--- config.mk ---
export PLATFORM = sky130hd
export DESIGN_NAME = batcharger_ctrl_gen2
export DESIGN_NICKNAME = d
export VERILOG_FILES = /design/src/rtl/batcharger_ctrl_gen2.sv
export SDC_FILE = /design/constraint.sdc
export NUM_CORES = 1
export LEC_CHECK = 0
export CORE_MARGIN = 4
export CORE_UTILIZATION = 40
export CTS_CLUSTER_SIZE = 8
export DETAILED_ROUTE_END_ITERATION = 10
export PLACE_DENSITY_LB_ADDON = 0.1
export SYNTH_ARGS = -nofsm -noshare
export SYNTH_HDL_FRONTEND = slang
export SYNTH_SLANG_ARGS = --single-unit
--- constraint.sdc ---
create_clock -name clk -period 3.6 [get_ports clk]
set_clock_uncertainty 0.1 [all_clocks]
set_input_delay 0.9 -clock clk [delete_from_list [all_inputs] [get_ports clk]]
set_output_delay 0.9 -clock clk [all_outputs]
set_load 0.005 [all_outputs]
--- src/rtl/batcharger_ctrl_gen2.sv ---
// ---------------------------------------------------------------------------
// batcharger_ctrl_gen2
//   Li-ion charge controller: trickle / constant-current / constant-voltage /
//   end-of-charge / latched fault. Sits between the ADC/OTP interfaces and the
//   analog POWER block.
//
//   Optional feature macro: BATCHG_TC_TIMEOUT_EN
//     defined   -> parameter TCMAX and a trickle-dwell timer (candidate FAULT
//                  once TC dwell >= TCMAX timer units)
//     undefined -> trickle dwell is unbounded, no TC timer logic
//
// Ports
//   clk, rstz          clock, async active-low reset
//   en, vtok           enable, ADC sample valid (qualifier Cs = en & vtok)
//   vbat, ibat, tbat   ADC codes (W bits)
//   vcutoff, vpreset, vrecharge, tempmin, tempmax, iend   OTP thresholds (W)
//   tmax               OTP max CC+CV time, in 2^DIVB-cycle units (TW)
//   fault_clr          one-cycle pulse, leaves FAULT
//   cc, tc, cv         POWER block mode selects
//   imonen, vmonen, tmonen  monitor enables
//   fault              high in FAULT
//   state_o            state code
//   dvdd, dgnd         supply pins, pass-through only
// ---------------------------------------------------------------------------
module batcharger_ctrl_gen2 #(
  parameter int W    = 8,
  parameter int TW   = 8,
  parameter int DIVB = 8,
  parameter int DEB  = 4,
  parameter int VMAX = 214
`ifdef BATCHG_TC_TIMEOUT_EN
  ,
  parameter int TCMAX = 64
`endif
) (
  input  logic          clk,
  input  logic          rstz,
  input  logic          en,
  input  logic          vtok,
  input  logic [W-1:0]  vbat,
  input  logic [W-1:0]  ibat,
  input  logic [W-1:0]  tbat,
  input  logic [W-1:0]  vcutoff,
  input  logic [W-1:0]  vpreset,
  input  logic [W-1:0]  vrecharge,
  input  logic [W-1:0]  tempmin,
  input  logic [W-1:0]  tempmax,
  input  logic [TW-1:0] tmax,
  input  logic [W-1:0]  iend,
  input  logic          fault_clr,
  output logic          cc,
  output logic          tc,
  output logic          cv,
  output logic          imonen,
  output logic          vmonen,
  output logic          tmonen,
  output logic          fault,
  output logic [2:0]    state_o,
  inout  wire           dvdd,
  inout  wire           dgnd
);

  typedef enum logic [2:0] {
    S_IDLE  = 3'd0,
    S_TC    = 3'd1,
    S_CC    = 3'd2,
    S_CV    = 3'd3,
    S_ENDC  = 3'd4,
    S_FAULT = 3'd5
  } st_t;

  // registered comparison results
  typedef struct packed {
    logic t;   // tempmin <= tbat <= tempmax
    logic hi;  // vbat >= VMAX
    logic lo;  // vbat <  vcutoff
    logic pr;  // vbat >= vpreset
    logic rc;  // vbat <= vrecharge
    logic ie;  // ibat <  iend
    logic to;  // ctime >= tmax
  } cond_t;

  localparam int DCW = $clog2(DEB + 1);

  st_t             state, cand, nxt, deb_cand;
  cond_t           cnd;
  logic [DCW-1:0]  deb_cnt, deb_inc;
  logic            cs, deb_hit, go;
  logic [DIVB-1:0] presc;
  logic [TW-1:0]   ctime;
  logic            presc_run, presc_clr;

  // supply pins carry no logic
  wire unused_ok = &{1'b0, dvdd, dgnd};

  assign cs      = en & vtok;
  assign state_o = state;

  // ---- condition registers (one clock of latency) -------------------------
  always_ff @(posedge clk or negedge rstz) begin
    if (!rstz) begin
      cnd <= '0;
    end else begin
      cnd.t  <= (tbat >= tempmin) && (tbat <= tempmax);
      cnd.hi <= vbat >= W'(VMAX);
      cnd.lo <= vbat <  vcutoff;
      cnd.pr <= vbat >= vpreset;
      cnd.rc <= vbat <= vrecharge;
      cnd.ie <= ibat <  iend;
      cnd.to <= ctime >= tmax;
    end
  end

`ifdef BATCHG_TC_TIMEOUT_EN
  logic [TW-1:0] tctime;
  logic          tco;

  always_ff @(posedge clk or negedge rstz) begin
    if (!rstz) begin
      tctime <= '0;
      tco    <= 1'b0;
    end else begin
      if (state != S_TC)                    tctime <= '0;
      else if (&presc && !(&tctime))        tctime <= tctime + 1'b1;
      tco <= tctime >= TW'(TCMAX);
    end
  end
`endif

  // ---- candidate next state ----------------------------------------------
  always_comb begin
    cand = state;
    case (state)
      S_IDLE: begin
        if (!cnd.t)      cand = S_IDLE;
        else if (cnd.hi) cand = S_ENDC;
        else if (cnd.rc) cand = cnd.lo ? S_TC : S_CC;
      end
      S_TC: begin
        if (!cnd.t)      cand = S_IDLE;
`ifdef BATCHG_TC_TIMEOUT_EN
        else if (tco)    cand = S_FAULT;
`endif
        else if (!cnd.lo) cand = S_CC;
      end
      S_CC: begin
        if (!cnd.t)      cand = S_IDLE;
        else if (cnd.to) cand = S_FAULT;
        else if (cnd.pr) cand = S_CV;
      end
      S_CV: begin
        if (!cnd.t)               cand = S_IDLE;
        else if (cnd.to || cnd.ie) cand = S_ENDC;
      end
      S_ENDC: begin
        if (cnd.rc)      cand = S_IDLE;
      end
      default: cand = state;
    endcase
  end

  // ---- debounce + forced exits -------------------------------------------
  // deb_cnt counts consecutive clocks the same candidate has been seen;
  // a nonzero count with a different candidate restarts at 1.
  always_comb begin
    deb_hit = (cand == deb_cand) && (deb_cnt != '0);
    deb_inc = deb_hit ? deb_cnt + 1'b1 : DCW'(1);
    go      = (cand != state) && (deb_inc >= DCW'(DEB));

    nxt = state;
    if (state == S_FAULT) begin
      if (!en || fault_clr) nxt = S_IDLE;
    end else if (!cs || (state > S_FAULT)) begin
      nxt = S_IDLE;
    end else if (go) begin
      nxt = cand;
    end
  end

  // {cc, tc, cv, imonen, vmonen, tmonen, fault}
  function automatic logic [6:0] dec(input st_t s);
    case (s)
      S_TC:    dec = 7'b0100110;
      S_CC:    dec = 7'b1000110;
      S_CV:    dec = 7'b0011010;
      S_ENDC:  dec = 7'b0000100;
      S_FAULT: dec = 7'b0000001;
      default: dec = 7'b0000110;
    endcase
  endfunction

  always_ff @(posedge clk or negedge rstz) begin
    if (!rstz) begin
      state    <= S_IDLE;
      deb_cand <= S_IDLE;
      deb_cnt  <= '0;
      {cc, tc, cv, imonen, vmonen, tmonen, fault} <= 7'b0000110;
    end else begin
      state <= nxt;
      {cc, tc, cv, imonen, vmonen, tmonen, fault} <= dec(nxt);
      // count only while a qualified, still-pending candidate is held
      if (!cs || (nxt != state) || (cand == state)) begin
        deb_cnt <= '0;
      end else begin
        deb_cnt  <= deb_inc;
        deb_cand <= cand;
      end
    end
  end

  // ---- charge timer ------------------------------------------------------
  always_comb begin
`ifdef BATCHG_TC_TIMEOUT_EN
    // prescaler also paces the TC dwell timer; restart it when TC is left
    presc_run = (state == S_TC) || (state == S_CC) || (state == S_CV);
    presc_clr = (state == S_IDLE) || ((state == S_TC) && (nxt != S_TC));
`else
    presc_run = (state == S_CC) || (state == S_CV);
    presc_clr = (state == S_IDLE) || (state == S_TC);
`endif
  end

  always_ff @(posedge clk or negedge rstz) begin
    if (!rstz) begin
      presc <= '0;
      ctime <= '0;
    end else begin
      if (presc_clr)      presc <= '0;
      else if (presc_run) presc <= presc + 1'b1;

      if ((state == S_IDLE) || (state == S_TC))
        ctime <= '0;
      else if (((state == S_CC) || (state == S_CV)) && (&presc) && !(&ctime))
        ctime <= ctime + 1'b1;  // saturates at all-ones
    end
  end

endmodule

# [Word level (Yosys, flattened, before mapping)]
# Cells that the tools add are included.
# Widths: inputs -> output; s select.
[totals] register_bits=39 latch_bits=0 ram_bits=0 mem_bits_ro=0 in_bits=85 output_inout_bits=12 wordCells=92 memories=0
[classes] addsub=3 multipliers=0 n_div=0 n_lt_le_gt_ge=10 n_eq_ne=14 shifts=0 n_mux=24 bitwise=1 reduce_logical=21
[ops] cell="$mux 3" count=17
[ops] cell="$pmux 7 s5" count=1
[ops] cell="$mux 8" count=4
[ops] cell="$ge 8x8->1" count=3
[ops] cell="$add 8x1->8 const B" count=2
[ops] cell="$le 8x8->1" count=2
[ops] cell="$lt 8x8->1" count=2
[ops] cell="$reduce_and 8->1" count=2
[ops] cell="$pmux 3 s5" count=1
[ops] cell="$eq 3x2->1 const B" count=4
[ops] cell="$eq 3x3->1 const B" count=4
[ops] cell="$ge 8x8->1 const B" count=1
[ops] cell="$logic_or 1x1->1" count=7
[ops] cell="$eq 3x1->1 const B" count=2
[ops] cell="$eq 3x3->1" count=2
[ops] cell="$ne 3x3->1" count=2
[ops] cell="$logic_and 1x1->1" count=5
[ops] cell="$reduce_bool 2->1" count=2
[ops] cell="$add 3x1->3 const B" count=1
[ops] cell="$ge 3x3->1 const B" count=1
[ops] cell="$gt 3x3->1 const B" count=1
[ops] cell="$logic_not 1->1" count=3
[ops] cell="$logic_not 3->1" count=1
[ops] cell="$reduce_bool 3->1" count=1
[ops] cell="other kinds (2)" count=2

# [Depth between registers and ports, before layout]
# Gate-level depths: netlist (run 1).
[depth] depth_word=17 depth_mapped=9 depth_no_buf=9

# [Least setup slack after synthesis (run 1)]
# OpenSTA, ideal clock, no wires.
[synth_path] path_kind="input to register" from="in fault_clr" to="reg deb_cand[0]" arrival_time_ns=2.455 t_required_ns=3.375 slack_ns=0.921 stages=6 cell_sequence="or3_1 -> clkbuf_1 -> o311ai_0 -> a21oi_1 -> a2111oi_4 -> mux2_2"
[synth_between] elab_chain_len=6
[synth_lines] element="start: declaration" line_no="50" rtl="input logic fault_clr,"
[synth_lines] element="$logic_or 1x1->1" line_no="172" rtl="if (!en || fault_clr) nxt = S_IDLE;"
[synth_lines] element="$mux 3" line_no="172"
[synth_lines] element="$mux 3" line_no="171" rtl="if (state == S_FAULT) begin"
[synth_lines] element="$ne 3x3->1" line_no="202" rtl="if (!cs || (nxt != state) || (cand == state)) begin"
[synth_lines] element="$logic_or 1x1->1 (2 in a row)" line_no="202"
[synth_lines] element="end signal: assignment" line_no="206" rtl="deb_cand <= cand;"
[synth_lines] element="end: declaration" line_no="85" rtl="st_t state, cand, nxt, deb_cand;"
# Every way passes these cells.
# A chain may end at the register's enable or synchronous reset.

# [Final worst setup path (run 1)]
[layout_path] from="in en" to="reg deb_cand[1]"
[layout_between] elab_chain_len=8 elab_cells_between_ends=11 classes_between="eq/ne (1); mux (3); bitwise (1); reduce/logical (6)"
[layout_lines] element="start: declaration" line_no="38" rtl="input logic en,"
[layout_lines] element="$and 1x1->1" line_no="96" rtl="assign cs = en & vtok;"
[layout_lines] element="$logic_not 1->1" line_no="173, 202"
[layout_lines] element="$logic_or 1x1->1" line_no="173" rtl="end else if (!cs || (state > S_FAULT)) begin"
[layout_lines] element="$mux 3" line_no="173"
[layout_lines] element="$mux 3" line_no="171"
[layout_lines] element="$ne 3x3->1" line_no="202"
[layout_lines] element="$logic_or 1x1->1 (*) (2 in a row)" line_no="202"
# Mark *: on every way between the ends. The rest lies on a longest branch, timed or not.

==> results.json, run 1 <==
{
  "status": "finished clean",
  "io_pins": 97,
  "worstPathRequired_ps": 3680,
  "cp.arrival_ps": 3040,
  "utilization_pct": 56.6,
  "crit_path_top_delay_cell": "a2111oi_4",
  "ctsResizeCount": 0,
  "synth_top_family_by_area": "adder cells",
  "slew_headroom_pct": 44.7,
  "antenna_left": 0,
  "cts_tree": "built",
  "clock_sinks": 38,
  "antennaDiodeCount": 0,
  "place_ws_ps": 292,
  "yosysSeqAreaShare_pct": 28.7,
  "cts_made_buffers": 5,
  "cts_root_buf": "clkbuf_8",
  "synth-adder-area-share_pct": 21.9,
  "portBuffers": 94,
  "ir_worst_vdd_mv": 0.137,
  "synth_edf_count": 0,
  "num_vias": 2941,
  "fin_tns_setup_ps": 0,
  "worst_pin_slew_ps": 830,
  "rsz0062_at_grt": "no",
  "antenna_found_initial": 0,
  "crit_path_max_fanout": 8,
  "drt_iter0_drc": 135,
  "synth_flop_cell": "dfrtp_1",
  "synth-xor-area-share_pct": 2.64,
  "final_area_um2": 4470,
  "grt_max_degree": 39,
  "critPathBufInv": 1,
  "synth_compound_area_share_pct": 20.1,
  "yosys-mux-area-fraction_pct": 2.53,
  "wl_per_cell_um": 12.7,
  "insertion_delay_ps": 290,
  "final_hold_viol_count": 0,
  "period_share_pct": 82.3,
  "htreeDepth": 2,
  "die_y_um": 99.1,
  "rows": 32,
  "p_per_area_nw_per_um2": 233,
  "viasPerCell": 5.05,
  "period_needed_ps": 2960,
  "maxCapViolations": 0,
  "crit_path_cell_trace": "clkdlybuf4s50_1 -> nand2_1 -> or3_1 -> o311ai_0 -> a21oi_1 -> a2111oi_4 -> mux2_2",
  "finalNonFillerCells": 582,
  "yosysWarnings": 0,
  "setup_violations": 0,
  "power_leakage_nw": 2.24,
  "fp.dieW_um": 99.1,
  "dpl.hpwl_um": 6120,
  "clk_pin_slew_ps": 70,
  "drt-pass1-iter-count": 4,
  "start_util_pct": 42.1,
  "wirelength_um": 7390,
  "worst_slack_ps": 636,
  "fmax_mhz": 337,
  "drive_above_1_share_pct": 5.63,
  "placed_area_um2": 4370,
  "cts_buffer_depth": 2,
  "core_um2": 7890,
  "endpoint_kind": "flop",
  "slew_violations": 0,
  "min_path_type": "flop to flop",
  "avgSynthCellArea_um2": 8.69,
  "synth_cells": 382,
  "postCtsHoldBufs": 0,
  "grt_overflow": 0,
  "start_kind": "primary input",
  "postCtsSetupBuffers": 0,
  "cpPeakStageDelay_ps": 500,
  "crit_type": "primary input to flop",
  "syn_nets": 527,
  "grt.total_usage_pct": 15.1,
  "untimed_endpoints": 2,
  "placed_cells": 574,
  "fp.dieArea_um2": 9820,
  "r2r-start": "state_o[1]",
  "grt_pass1_wl_um": 12600,
  "synthArstFlopShare_pct": 100,
  "num-fill-cells": 755,
  "final_nets": 624,
  "worstHoldStart": "deb_cnt[0]",
  "netlist_area_um2": 3320,
  "first_global_vias": 2909,
  "remaining_drc_errors": 0,
  "synth_seq_cells": 38,
  "critPathLaunch": "en",
  "syn_to_final_growth_pct": 34.6,
  "synth.distinct_cells": 53,
  "gp_congestion": 0.844,
  "yosys.area_share.simple_pct": 16.1,
  "cpLargestDelayFamily": "compound AO/OA/AOI/OAI gates"
}
==> synthesized netlist by cell type, types with 2 or more instances <==
master | count | area (um2)
buf_2 | 3 | 15.0
o21ai_0 | 20 | 100
inv_1 | 59 | 221
a21o_1 | 26 | 195
and4_1 | 2 | 17.5
nor2_1 | 16 | 60.1
buf_4 | 2 | 15.0
nor2b_1 | 7 | 43.8
ha_1 | 58 | 726
dfstp_2 | 2 | 52.6
or3_1 | 2 | 12.5
nand4_1 | 6 | 37.5
nand2_1 | 27 | 101
mux2_2 | 3 | 33.8
o211ai_1 | 3 | 22.5
dfrtp_1 | 36 | 901
nor4_1 | 3 | 18.8
nand2b_1 | 10 | 62.6
mux2i_1 | 5 | 50.1
a31o_1 | 2 | 17.5
nor2_2 | 2 | 12.5
a31oi_1 | 3 | 18.8
xor2_1 | 6 | 52.6
clkbuf_1 | 3 | 11.3
and3_1 | 4 | 25.0
or2_2 | 3 | 18.8
nand3_1 | 11 | 55.1
xnor2_1 | 4 | 35.0
o21a_1 | 5 | 37.5
a21oi_1 | 23 | 115
nor3_1 | 4 | 20.0
==> sequential cells by signal (all words and copies together), names as in the netlist, 3 cells and up <==
register	count
ctime	8
presc	8
cnd	7
deb_cand	3
deb_cnt	3
state_o	3
==> path summary, 6_finish.rpt <==
check	end	slack, ps	cells after the start
setup / recovery	deb_cand[1]	640	7
hold / removal	deb_cnt[0]	420	1
setup reg to reg	deb_cand[1]	660	7
hold reg to reg	deb_cnt[0]	420	1
max in group asynchronous	cv	2280	1
min in group asynchronous	presc[3]	600	1
==> cell families after synthesis <==
logic type	after synthesis
other cells	1
simple gates	103
compound gates	97
flops	38
fa+ha+maj	58
xor+xnor	10
mux	8
buf+inv	67
==> layout make-up <==
class                      instances  area, um2  share of cell area (%)
clock inverter                     2       12.5                   0.280
sequential                        38        953                    21.4
timing repair buffer              98        966                    21.6
inverter                          59        221                    4.96
multi-input combinational        277       2100                    47.1
tap                              102        128                    2.86
clock buffer                       6       82.6                    1.85
==> power breakdown <==
part | total (W) | internal [W] | switching, W
Sequential | 0.000452 | 0.000439 | 0.0000129
Clock | 0.000311 | 0.000154 | 0.000157
Combinational | 0.000279 | 0.000165 | 0.000114
Total | 0.00104 | 0.000758 | 0.000283
==> layer usage <==
| metal | vias to the layer above | global-route usage, % | share of wire (%) |
|---|---|---|---|
| met3 | 4 | 3.11 | 4.3 |
| met1 | 1371 | 17.7 | 42 |
| met5 | - | 0 | 0 |
| li1 | 1516 | - | - |
| met4 | 0 | 2.63 | 0.61 |
| met2 | 50 | 28.6 | 53 |
==> cells in the final DEF, fill, tap and decap left out, types with 6 or more instances in the layout <==
cell type	synthesis	routed
a21o_1	26	26
a21oi_1	23	23
clkbuf_8	0	6
clkdlybuf4s50_1	0	93
dfrtp_1	36	36
ha_1	58	58
inv_1	59	59
nand2_1	27	27
nand2b_1	10	10
nand3_1	11	11
nand4_1	6	6
nor2_1	16	16
nor2b_1	7	7
o21ai_0	20	20
xor2_1	6	6
==> through the flow <==
stage	hold slack, ps	total power [W]
4_1_cts	432	0.00105
3_5_place_dp	413	0.000742
3_3_place_gp	382	0.000733
2_1_floorplan	358	0.000600
6_report	420	0.00104
5_1_grt	446	0.00111
Power figures use the tool's default switching activity.
==> run 2: changes to the inputs <==
==> constraint.sdc (replaced) <==
create_clock -name clk -period 2.35 [get_ports clk]
set_clock_uncertainty 0.1 [all_clocks]
set_input_delay 0.5875 -clock clk [delete_from_list [all_inputs] [get_ports clk]]
set_output_delay 0.5875 -clock clk [all_outputs]
set_load 0.005 [all_outputs]
==> run 2 against run 1 <==
  * The flow now finishes with violations (setup timing)
  * Die area stayed put
  * Critical path depth is 1 higher
  * Design area is 16% higher
  * Via count is 7.9% higher
  * Count of clock-buffer cells in the layout stayed put
  * Combinational power is 100% higher
  * Clock power is 120% higher
  * Wire length is 11% higher
  * Final cell count is 9.3% higher
  * Non-clock buffer count is 54 higher
  * Largest power group is now clock
  * Highest routed layer unchanged
==> results.json, run 2 (synthesis results as in run 1) <==
{
  "status": "finished with violations",
  "violations": "setup timing",
  "syn_to_final_growth_pct": 56.6,
  "maxCapViolations": 0,
  "cts_buffer_depth": 2,
  "power_w": 0.00194,
  "final_nets": 678,
  "crit_type": "flop to flop",
  "antennaDiodeCount": 0,
  "final_hold_viol_count": 0,
  "period_share_pct": 108,
  "fp.dieArea_um2": 9820,
  "grt_pass1_wl_um": 13700,
  "crit_path_top_delay_cell": "or3b_4",
  "num_vias": 3174,
  "fmax_mhz": 392,
  "insertion_delay_ps": 290,
  "crit_path_cell_trace": "or3b_4 -> a31oi_4 -> a21bo_1 -> o311ai_2 -> a21oi_2 -> a2111oi_4 -> buf_4 -> mux2_4",
  "cpPeakStageDelay_ps": 420,
  "rrSetupSlack_ps": -200,
  "fp.dieW_um": 99.1,
  "io_pins": 97,
  "clk_pin_slew_ps": 80,
  "crit_path_max_fanout": 4,
  "cts_made_buffers": 5,
  "drive_above_1_share_pct": 21.2,
  "ir_worst_vdd_mv": 0.225,
  "drt_iter0_drc": 121,
  "r2r-start": "state_o[1]",
  "drt-pass1-iter-count": 4,
  "start_util_pct": 42.1,
  "grt_max_degree": 39,
  "grt.total_usage_pct": 16.4,
  "gp_congestion": 0.823,
  "remaining_drc_errors": 0,
  "portBuffers": 94,
  "rsz0062_at_grt": "yes",
  "die_y_um": 99.1,
  "wirelength_um": 8200,
  "untimed_endpoints": 2,
  "dpl.hpwl_um": 6560,
  "endpoint_kind": "flop",
  "wl_per_cell_um": 12.9,
  "crit_end": "deb_cand[0]",
  "critPathLaunch": "state_o[1]",
  "rows": 32,
  "core_um2": 7890,
  "power_leakage_nw": 2.59,
  "period_needed_ps": 2550,
  "multi_input_area_um2": 2330,
  "min_path_type": "primary input to async pin",
  "final_cell_mix": "88 x clkdlybuf4s50_1, 57 x inv_1, 57 x ha_1, 51 x buf_4, 33 x dfrtp_1",
  "first_global_vias": 3145,
  "p_per_area_nw_per_um2": 373,
  "slew_violations": 0,
  "cts_tree": "built",
  "htreeDepth": 2,
  "worst_slack_ps": -199,
  "final_common_cell": "clkdlybuf4s50_1",
  "start_kind": "flop",
  "num-fill-cells": 661,
  "setup_violations": 14,
  "antenna_found_initial": 0,
  "grt_overflow": 0,
  "utilization_pct": 65.9,
  "regArea_um2": 957,
  "worstPathRequired_ps": 2430,
  "cts_root_buf": "clkbuf_8",
  "antenna_left": 0,
  "clock_sinks": 38,
  "viasPerCell": 4.99,
  "r2r_end": "deb_cand[0]",
  "largestRegisters": "ctime: 8 flops, presc: 8 flops, cnd: 7 flops",
  "cp.arrival_ps": 2630,
  "reg2regPathDepth": 8
}
## run 2: cell count changes in the layout (fill, tap and decap cells not counted), sizes merged, moves of 2 or more
cell / change
clkdlybuf4s50: -5
dlymetal6s2s: +3
buf: +54
bufinv: +2
## run 2: worst max-delay path: cells and delay by family (launching register included)
family / cells / cell delay (ps)
AO/OA/AOI/OAI: 5 / 1000
AND/OR/NAND/NOR: 1 / 420
flip-flops: 1 / 410
buffers and inverters: 1 / 200
multiplexers: 1 / 300
## run 2: final cells by class
class / count / share of cell area [%]
Inverter: 59 / 4.26
Multi-Input combinational cell: 277 / 44.9
Timing Repair Buffer: 152 / 27.2
Clock inverter: 2 / 1.16
Clock buffer: 6 / 1.59
Tap cell: 102 / 2.46
Sequential cell: 38 / 18.4
## run 2: metrics by stage
stage	worst slack [ps]	instances	hold slack [ps]	instance area, um2	TNS (ps)
final	-199	636	143	5200	-1340
after detailed placement	-625	617	394	4730	-4180
after global placement	-557	617	375	4730	-3950
after global routing	-331	636	162	5200	-3280
after floorplan	-103	382	192	3340	-309
after CTS	-153	627	150	4950	-1040
## run 2: worst min path at each step
stage                           from         end  slack [ps]  cells after the start
after global routing            rstz    ctime[0]         160                      2
after CTS                       rstz    ctime[0]         150                      2
after floorplan                 rstz          cc         190                      0
after detailed placement  deb_cnt[0]  deb_cnt[0]         390                      1
final                           rstz    ctime[0]         140                      2
after global placement    deb_cnt[0]  deb_cnt[0]         380                      1
## run 2: metal layers
layer  vias up  wire length [um]  global-route usage [%]
met1      1448              3490                    20.8
met2        92              4010                    28.0
met3         6               616                    3.75
met5         -                 0                       0
li1       1628                 -                       -
met4         0                80                    4.41
## run 2: what timing repair did
item | in CTS | in global routing
setup endpoints to repair | 15 | 18
pin swaps | 15 | 30
hold buffers | 0 | 0
resized for setup | 18 | 41
buffers inserted | 2 | 9
## run 2: power breakdown
group / internal, W / switching [W] / total (W)
logic: 0.000333 / 0.000224 / 0.000558
clock network: 0.000453 / 0.000240 / 0.000693
registers: 0.000672 / 0.0000164 / 0.000689
